<file path="config.mk">
export PLATFORM = sky130hd
export DESIGN_NAME = sisc_fetch
export DESIGN_NICKNAME = d
export VERILOG_FILES = /design/src/rtl/sisc_pkg.sv /design/src/rtl/sisc_fetch_fifo.sv /design/src/rtl/sisc_fetch.sv
export SDC_FILE = /design/constraint.sdc
export NUM_CORES = 1
export LEC_CHECK = 0
export CORE_ASPECT_RATIO = 1.1
export CORE_MARGIN = 1.5
export CORE_UTILIZATION = 53
export DETAILED_ROUTE_END_ITERATION = 8
export DONT_BUFFER_PORTS = 1
export HOLD_SLACK_MARGIN = 0.1
export PLACE_DENSITY = 0.71
export SLEW_MARGIN = 40
export SYNTH_ARGS = -nofsm -noshare
export SYNTH_HDL_FRONTEND = slang
export SYNTH_SLANG_ARGS = --single-unit
</file>
<file path="constraint.sdc">
create_clock -name clk -period 2.2 [get_ports clk]
set_clock_uncertainty 0.2 [all_clocks]
set_input_delay 0.66 -clock clk [delete_from_list [all_inputs] [get_ports clk]]
set_output_delay 0.66 -clock clk [all_outputs]
set_load 0.02 [all_outputs]
</file>
<file path="src/rtl/sisc_pkg.sv">
// rtl/sisc_pkg.sv - shared SISC widths, reset PC, HLT opcode and fetch state type
package sisc_pkg;

    localparam int ADDR_W  = 16;
    localparam int INSTR_W = 32;
    localparam int FIFO_W  = ADDR_W + INSTR_W;

    localparam logic [ADDR_W-1:0] DEFAULT_RESET_PC = 16'h0000;
    localparam logic [5:0]        HLT_OPCODE       = 6'h3F;

    typedef enum logic {
        ST_RUN    = 1'b0,
        ST_HALTED = 1'b1
    } fetch_state_t;

endpackage

</file>
<file path="src/rtl/sisc_fetch_fifo.sv">
// rtl/sisc_fetch_fifo.sv - DEPTH-entry prefetch buffer of {pc, instr} with push/pop/flush
module sisc_fetch_fifo
    import sisc_pkg::*;
#(
    parameter int DEPTH = 2,
    parameter int CNT_W = $clog2(DEPTH) + 1
) (
    input  logic              clk,
    input  logic              rst_f,
    input  logic              i_push,
    input  logic              i_pop,
    input  logic              i_flush,
    input  logic [FIFO_W-1:0] i_wdata,
    output logic [FIFO_W-1:0] o_rdata,
    output logic [CNT_W-1:0]  o_count,
    output logic              o_full
);

    localparam int PTR_W = $clog2(DEPTH);

    logic [FIFO_W-1:0] r_mem [DEPTH];
    logic [PTR_W-1:0]  r_wr_ptr;
    logic [PTR_W-1:0]  r_rd_ptr;
    logic [CNT_W-1:0]  r_count;

    // Storage is reset so the head reads as zero straight out of reset.
    always_ff @(posedge clk or negedge rst_f) begin
        if (!rst_f) begin
            for (int i = 0; i < DEPTH; i++) begin
                r_mem[i] <= '0;
            end
            r_wr_ptr <= '0;
            r_rd_ptr <= '0;
            r_count  <= '0;
        end else if (i_flush) begin
            r_wr_ptr <= '0;
            r_rd_ptr <= '0;
            r_count  <= '0;
        end else begin
            if (i_push) begin
                r_mem[r_wr_ptr] <= i_wdata;
                r_wr_ptr        <= r_wr_ptr + PTR_W'(1);
            end
            if (i_pop) begin
                r_rd_ptr <= r_rd_ptr + PTR_W'(1);
            end
            case ({i_push, i_pop})
                2'b10:   r_count <= r_count + CNT_W'(1);
                2'b01:   r_count <= r_count - CNT_W'(1);
                default: r_count <= r_count;
            endcase
        end
    end

    assign o_rdata = r_mem[r_rd_ptr];
    assign o_count = r_count;
    assign o_full  = (r_count == CNT_W'(DEPTH));

endmodule

</file>
<file path="src/rtl/sisc_fetch.sv">
// rtl/sisc_fetch.sv - SISC fetch unit: PC, run/halt FSM, prefetch buffer; SISC_FETCH_PERF_EN adds counters
module sisc_fetch
    import sisc_pkg::*;
#(
    parameter int                DEPTH    = 2,
    parameter logic [ADDR_W-1:0] RESET_PC = DEFAULT_RESET_PC
) (
    input  logic               clk,
    input  logic               rst_f,
    output logic [ADDR_W-1:0]  imem_addr,
    input  logic [INSTR_W-1:0] imem_data,
    input  logic               br_valid,
    input  logic [ADDR_W-1:0]  br_target,
    input  logic               halt,
    output logic               instr_valid,
    output logic [INSTR_W-1:0] instr,
    output logic [ADDR_W-1:0]  instr_pc,
`ifdef SISC_FETCH_PERF_EN
    output logic [31:0]        fetch_count,
    output logic [31:0]        stall_count,
`endif
    input  logic               instr_ready
);

    localparam int CNT_W = $clog2(DEPTH) + 1;

    fetch_state_t      r_state;
    fetch_state_t      w_state_next;
    logic              w_fetch_en;
    logic [ADDR_W-1:0] r_pc;
    logic              w_pop;
    logic              w_push;
    logic              w_full;
    logic [CNT_W-1:0]  w_count;
    logic [FIFO_W-1:0] w_rdata;

    always_ff @(posedge clk or negedge rst_f) begin
        if (!rst_f) begin
            r_state <= ST_RUN;
        end else begin
            r_state <= w_state_next;
        end
    end

    // halt suppresses the fetch of its own cycle as well as all later ones.
    always_comb begin
        w_state_next = r_state;
        w_fetch_en   = 1'b0;
        case (r_state)
            ST_RUN: begin
                w_fetch_en = !halt && !br_valid;
                if (halt) begin
                    w_state_next = ST_HALTED;
                end
            end
            ST_HALTED: begin
                w_state_next = ST_HALTED;
            end
            default: begin
                w_state_next = ST_RUN;
            end
        endcase
    end

    assign w_pop  = instr_valid && instr_ready;
    assign w_push = w_fetch_en && (!w_full || w_pop);

    always_ff @(posedge clk or negedge rst_f) begin
        if (!rst_f) begin
            r_pc <= RESET_PC;
        end else if (br_valid) begin
            r_pc <= br_target;
        end else if (w_push) begin
            r_pc <= r_pc + ADDR_W'(1);
        end
    end

    sisc_fetch_fifo #(
        .DEPTH (DEPTH),
        .CNT_W (CNT_W)
    ) u_fifo (
        .clk     (clk),
        .rst_f   (rst_f),
        .i_push  (w_push),
        .i_pop   (w_pop),
        .i_flush (br_valid),
        .i_wdata ({r_pc, imem_data}),
        .o_rdata (w_rdata),
        .o_count (w_count),
        .o_full  (w_full)
    );

    assign imem_addr   = r_pc;
    assign instr_valid = (w_count != '0);
    assign instr_pc    = w_rdata[FIFO_W-1:INSTR_W];
    assign instr       = w_rdata[INSTR_W-1:0];

`ifdef SISC_FETCH_PERF_EN
    logic [31:0] r_fetch_count;
    logic [31:0] r_stall_count;

    always_ff @(posedge clk or negedge rst_f) begin
        if (!rst_f) begin
            r_fetch_count <= '0;
            r_stall_count <= '0;
        end else begin
            if (w_push && (r_fetch_count != 32'hFFFF_FFFF)) begin
                r_fetch_count <= r_fetch_count + 32'd1;
            end
            if (instr_valid && !instr_ready && (r_stall_count != 32'hFFFF_FFFF)) begin
                r_stall_count <= r_stall_count + 32'd1;
            end
        end
    end

    assign fetch_count = r_fetch_count;
    assign stall_count = r_stall_count;
`endif

endmodule

</file>
Word level (Yosys, flattened, before mapping) --
Cells that the tools add are included.
Operators by class: order comparisons 3, $add $sub $neg 5, mux-type cells 17, equal/unequal tests 3, bitwise gates (word level) 4, reduce and logical (&&, ||, !) cells 13
Operators by type and width (count):
- 48-bit 2-to-1 mux | 4
- 96-bit bitwise mux | 1
- 48-bit demux with 1-bit select | 1
- 16-bit 2-to-1 mux | 2
- 16-bit by 1-bit adder with 16-bit output, second input constant | 1
- 1-bit 2-to-1 mux | 6
- 2-bit nonzero test | 3
- 2-bit equality test, second input constant | 2
- 2-bit greater-or-equal comparator, second input constant | 2
- 1-bit logical AND | 4
- 1-bit inverter with 2-bit output | 2
- 2-bit one-hot mux with 2 select lines | 1
- 1-bit zero test | 3
- 3-bit nonzero test | 1
- 1-bit adder, second input constant | 2
- 2-bit by 1-bit adder with 2-bit output, second input constant | 1
- 2-bit by 1-bit equality test with 1-bit output, second input constant | 1
- 2-bit by 1-bit less-than comparator with 1-bit output, second input constant | 1
- 2-bit 2-to-1 mux | 1
- 1-bit inverter | 2
- 1-bit one-hot mux with 2 select lines | 1
- 2-bit AND reduction | 1
- 2-bit by 1-bit subtractor with 2-bit output, second input constant | 1
- 1-bit logical OR | 1
Storage, ports and cells: register bits 117, input bits 53, output and inout port bits 65, word-level logic and storage cells 52

Longest topological paths before layout --
depth in word-level cells 7, gate-level depth with buffers 7, depth with buffers taken out 5

Modules after synthesis --
Synthesis repeated with hierarchy kept, for this count alone.
Unflattened totals: cells, all modules 393, area, all modules 5400.2 um^2
Modules (own cells, without submodules):
- sisc_fetch_fifo | cells an instance 274, sequential area each 2502.4 um^2, area each 4330.4 um^2, instances 1
- sisc_fetch | cells an instance 119, sequential area each 425.4 um^2, area each 1069.8 um^2, instances 1

Worst setup path after synthesis --
No wires, ideal clock.
path type input-to-reg, start point input port halt, end point register u_fifo.r_mem[0] (netlist name), data arrival time 2232 ps, setup slack -356 ps, stages on the path 7, cells stage by stage or2_1 buf_6 nor2_1 and3_1 buf_2 buf_2 mux2_2
On the way: word-level cells in the longest chain between the ends 5
Ends and longest elaborated chain:
- from (decl) | RTL line sisc_fetch.sv:14 | input logic halt,
- 1-bit zero test | RTL line sisc_fetch.sv:51 | w_fetch_en = !halt && !br_valid;
- 1-bit logical AND | RTL line sisc_fetch.sv:51
- 1-bit 2-to-1 mux | RTL line sisc_fetch.sv:49 | case (r_state)
- 1-bit logical AND | RTL line sisc_fetch.sv:66 | assign w_push = w_fetch_en && (!w_full || w_pop);
- 2-bit AND reduction (no source line)
- to (signal, indexed assignment) | RTL line sisc_fetch_fifo.sv:41 | r_mem[r_wr_ptr] <= i_wdata;
- to (decl) | RTL line sisc_fetch_fifo.sv:21 | logic [FIFO_W-1:0] r_mem [DEPTH];
Every way passes these cells. A chain may end at the register's enable or synchronous reset.

Worst setup path in the final report --
start point register u_fifo.r_rd_ptr, end point output port instr_pc[6]
On the way: word-level cells in the longest chain between the ends 4
Ends and longest elaborated chain:
- from (decl) | RTL line sisc_fetch_fifo.sv:23 | logic [PTR_W-1:0] r_rd_ptr;
- from (signal assigned) | RTL line sisc_fetch_fifo.sv:45 | r_rd_ptr <= r_rd_ptr + PTR_W'(1);
- 1-bit inverter with 2-bit output (implied by the code) | RTL line sisc_fetch_fifo.sv:55 | assign o_rdata = r_mem[r_rd_ptr];
- 48-bit 2-to-1 mux (implied by the code) (3 in a row) | RTL line sisc_fetch_fifo.sv:55
- to (decl) | RTL line sisc_fetch.sv:17 | output logic [ADDR_W-1:0] instr_pc,
Every way passes these cells. The select of a mux whose other input is x is not followed.

==> out/qor.yml <==
violations: "hold timing, setup timing"
grt_overflow: 0
ios: 118
cts_buffers: 17
drtAntennaViolNets: 0
ir_drop_uv: 431
synth_seq_area_share: 0.554
area_growth_pct: 28.8
min_path_type: "in -> async"
finalSetupTns_ns: -10.73
clock_latency_ns: 0.51
synth_top_cell_by_area: "dfrtp_1"
cts.clk_slew.worst_paths_ns: 0.05
start_kind: "register"
worst_slew_pin_slew_ns: 0.536
rr_startpoint: "u_fifo.o_count[1]"
final.setup.worst_slack_ns: -0.248
synth.yosys.warnings: 0
timing.hold.ws_ns: -0.356
rows: 38
period_minus_slack_ns: 2.45
clockBufferDepth: 2
clock-sinks: 117
nets: 518
synth.area.top_cells: "dfrtp_1 (55%), mux2_2 (31%), o21ai_0 (1.2%)"
power_density_nw_per_um2: 800
die_height_um: 108
cts_tree: "yes"
finalHoldViolCount: 117
holdBufCountCts: 46
grt_pass1_vias: 3709
fin_util: 0.695
cts-root-buf: "clkbuf_8"
first_iter_violations: 99
slew_viol_final: 0
critical_path.max_fanout: 10
grt.busiest_layer: "met2"
antenna_found_initial: 0
fin_crit_sh: 1.11
critPathArrivalTime_ns: 1.59
cap_violations: 0
routabilityCongestion: 0.769
wl_per_cell_um: 19.6
rsz0062_at_grt: "true"
ys_types: 40
gr-usage-all-layers: 0.227
grt.met3_usage: 0.0805
synth_area_um2: 5290
synth.most_common_cell: "mux2_2"
port_buffers: 0
via_per_inst: 5.62
cp.required_ns: 1.34
fp.dieW_um: 98.2
ys_seq_elements: 117
initial_core_util: 0.540
power.total_w: 0.00545
yosys-top-cells-count: "mux2_2 (144), dfrtp_1 (117), nand2_1 (15), o21ai_0 (13)"
grt_max_degree: 118
outcome: "finished, violations left"
syn_inst: 387
routed_wl_mm: 11.7
synth_nets: 441
worst_setup_path_end_kind: "primary output"
path_class: "reg -> out"
power_leakage_nw: 3.13
diodes: 0
hpwl_mm: 6.93
ys.flop_type: "dfrtp_1"
drive_gt1_frac: 0.459
dp_cells: 516
use_met2: 0.401
firstDrtPassIters: 4
max_freq_ghz: 0.408
finalSetupViolCount: 48
htree_levels: 4
relSlewSlack: 0.640
vias: 3353
use_met1: 0.258
dieArea_um2: 10600
yosysTopAreaCellShare: 0.554
syn_avg_cell_area_um2: 13.7
r2r_end: "imem_addr[15]"
reg2reg_depth: 4
drcViolationCount: 0
core_um2: 9790
finalNonFillerCells: 597
async_reset_ff_frac: 1.00
grt_pass1_wl_mm: 18.4
synth_enable_flop_cells: 0
r2r_setup_slack_ns: 0.08
## power by group
part	internal, W	switching (W)	total, W
registers	0.00226	0.0000833	0.00235
clock network	0.00166	0.000956	0.00261
logic	0.000236	0.000254	0.000490
## metal layers
metal | share of wire | vias to the layer above | wire [um]
li1 | - | 1550 | -
met1 | 0.40 | 1716 | 4700
met2 | 0.54 | 81 | 6280
met3 | 0.052 | 6 | 611
met4 | 0.0076 | 0 | 89
met5 | 0 | - | 0
## per-stage QoR
step	instance area (um^2)	setup WS, ns
2_1_floorplan	5330	-0.261
3_3_place_gp	5640	-0.123
3_5_place_dp	5640	-0.160
4_1_cts	6700	-0.271
5_1_grt	6810	-0.308
6_report	6810	-0.248
## layout make-up
| type | instances | area (um^2) |
|---|---|---|
| Inverter | 4 | 15.0 |
| Tap cell | 120 | 150 |
| Clock buffer | 19 | 442 |
| Sequential cell | 117 | 2930 |
| Multi-Input combinational cell | 246 | 2350 |
| Fill cell | 691 | 2980 |
| Timing Repair Buffer | 78 | 796 |
| Clock inverter | 13 | 133 |
## kinds of logic after synthesis
kind of cell / Yosys count / share of synthesized area
flops: 117 / 0.554
simple gates: 63 / 0.0658
fa+ha+maj: 1 / 0.00237
compound gates: 26 / 0.0303
mux: 147 / 0.312
buf+inv: 24 / 0.0206
xor+xnor: 9 / 0.0149
## timing repair
item,CTS,global route
gates resized for setup,5,22
cloned,0,1
setup buffers,1,1
pin swaps,1,1
endpoints found under the setup margin,49,49
hold endpoints to repair,201,117
## registers in the layout (all words and copies together) (netlist names)
register and flops:
imem_addr 16, r_state 1, u_fifo.o_count 2, u_fifo.r_mem 96, u_fifo.r_rd_ptr 1, u_fifo.r_wr_ptr 1
## critical path, stage by stage, from the launching register on
cell     delay [ns]
dfrtp_2        0.45
buf_6          0.14
buf_12         0.14
mux2_4         0.34
## worst max-delay path by stage
stage	startpoint	endpoint	slack (ns)	cells past startpoint
2_1_floorplan	halt	imem_addr[15]	-0.26	6
5_1_grt	u_fifo.r_rd_ptr	instr_pc[1]	-0.31	2
3_5_place_dp	halt	u_fifo.r_mem[52]	-0.16	6
6_report	u_fifo.r_rd_ptr	instr_pc[6]	-0.25	3
4_1_cts	u_fifo.r_rd_ptr	instr_pc[4]	-0.27	2
3_3_place_gp	halt	u_fifo.r_mem[55]	-0.12	6
## layout by cell type, fill, tap and decap left out, drive strengths merged
master / netlist / routed
mux2: 144 / 144
dfrtp: 117 / 117
dlygate4sd3: 0 / 45
buf: 15 / 32
clkbuf: 5 / 20
nand2: 15 / 15
o21ai: 13 / 13
nor2: 9 / 9
nand3: 7 / 7
xnor2: 7 / 7
clkinvlp: 0 / 7
nor3: 5 / 5
nor4: 5 / 5
clkinv: 1 / 5
a31oi: 4 / 4
nand2b: 4 / 4
o31a: 4 / 4
or3: 3 / 3
mux2i: 3 / 3
inv: 3 / 3
xor2: 2 / 2
a21oi: 2 / 2
bufinv: 0 / 2
or2: 2 / 2
nor3b: 2 / 2
and3: 2 / 2
or4: 2 / 2
and4: 1 / 1
nand4bb: 1 / 1
a21boi: 1 / 1
and3b: 1 / 1
nor2b: 1 / 1
nand4: 1 / 1
or3b: 1 / 1
nand3b: 1 / 1
a41oi: 1 / 1
o31ai: 1 / 1
ha: 1 / 1
Note: power is estimated with default switching activity, not from simulation.
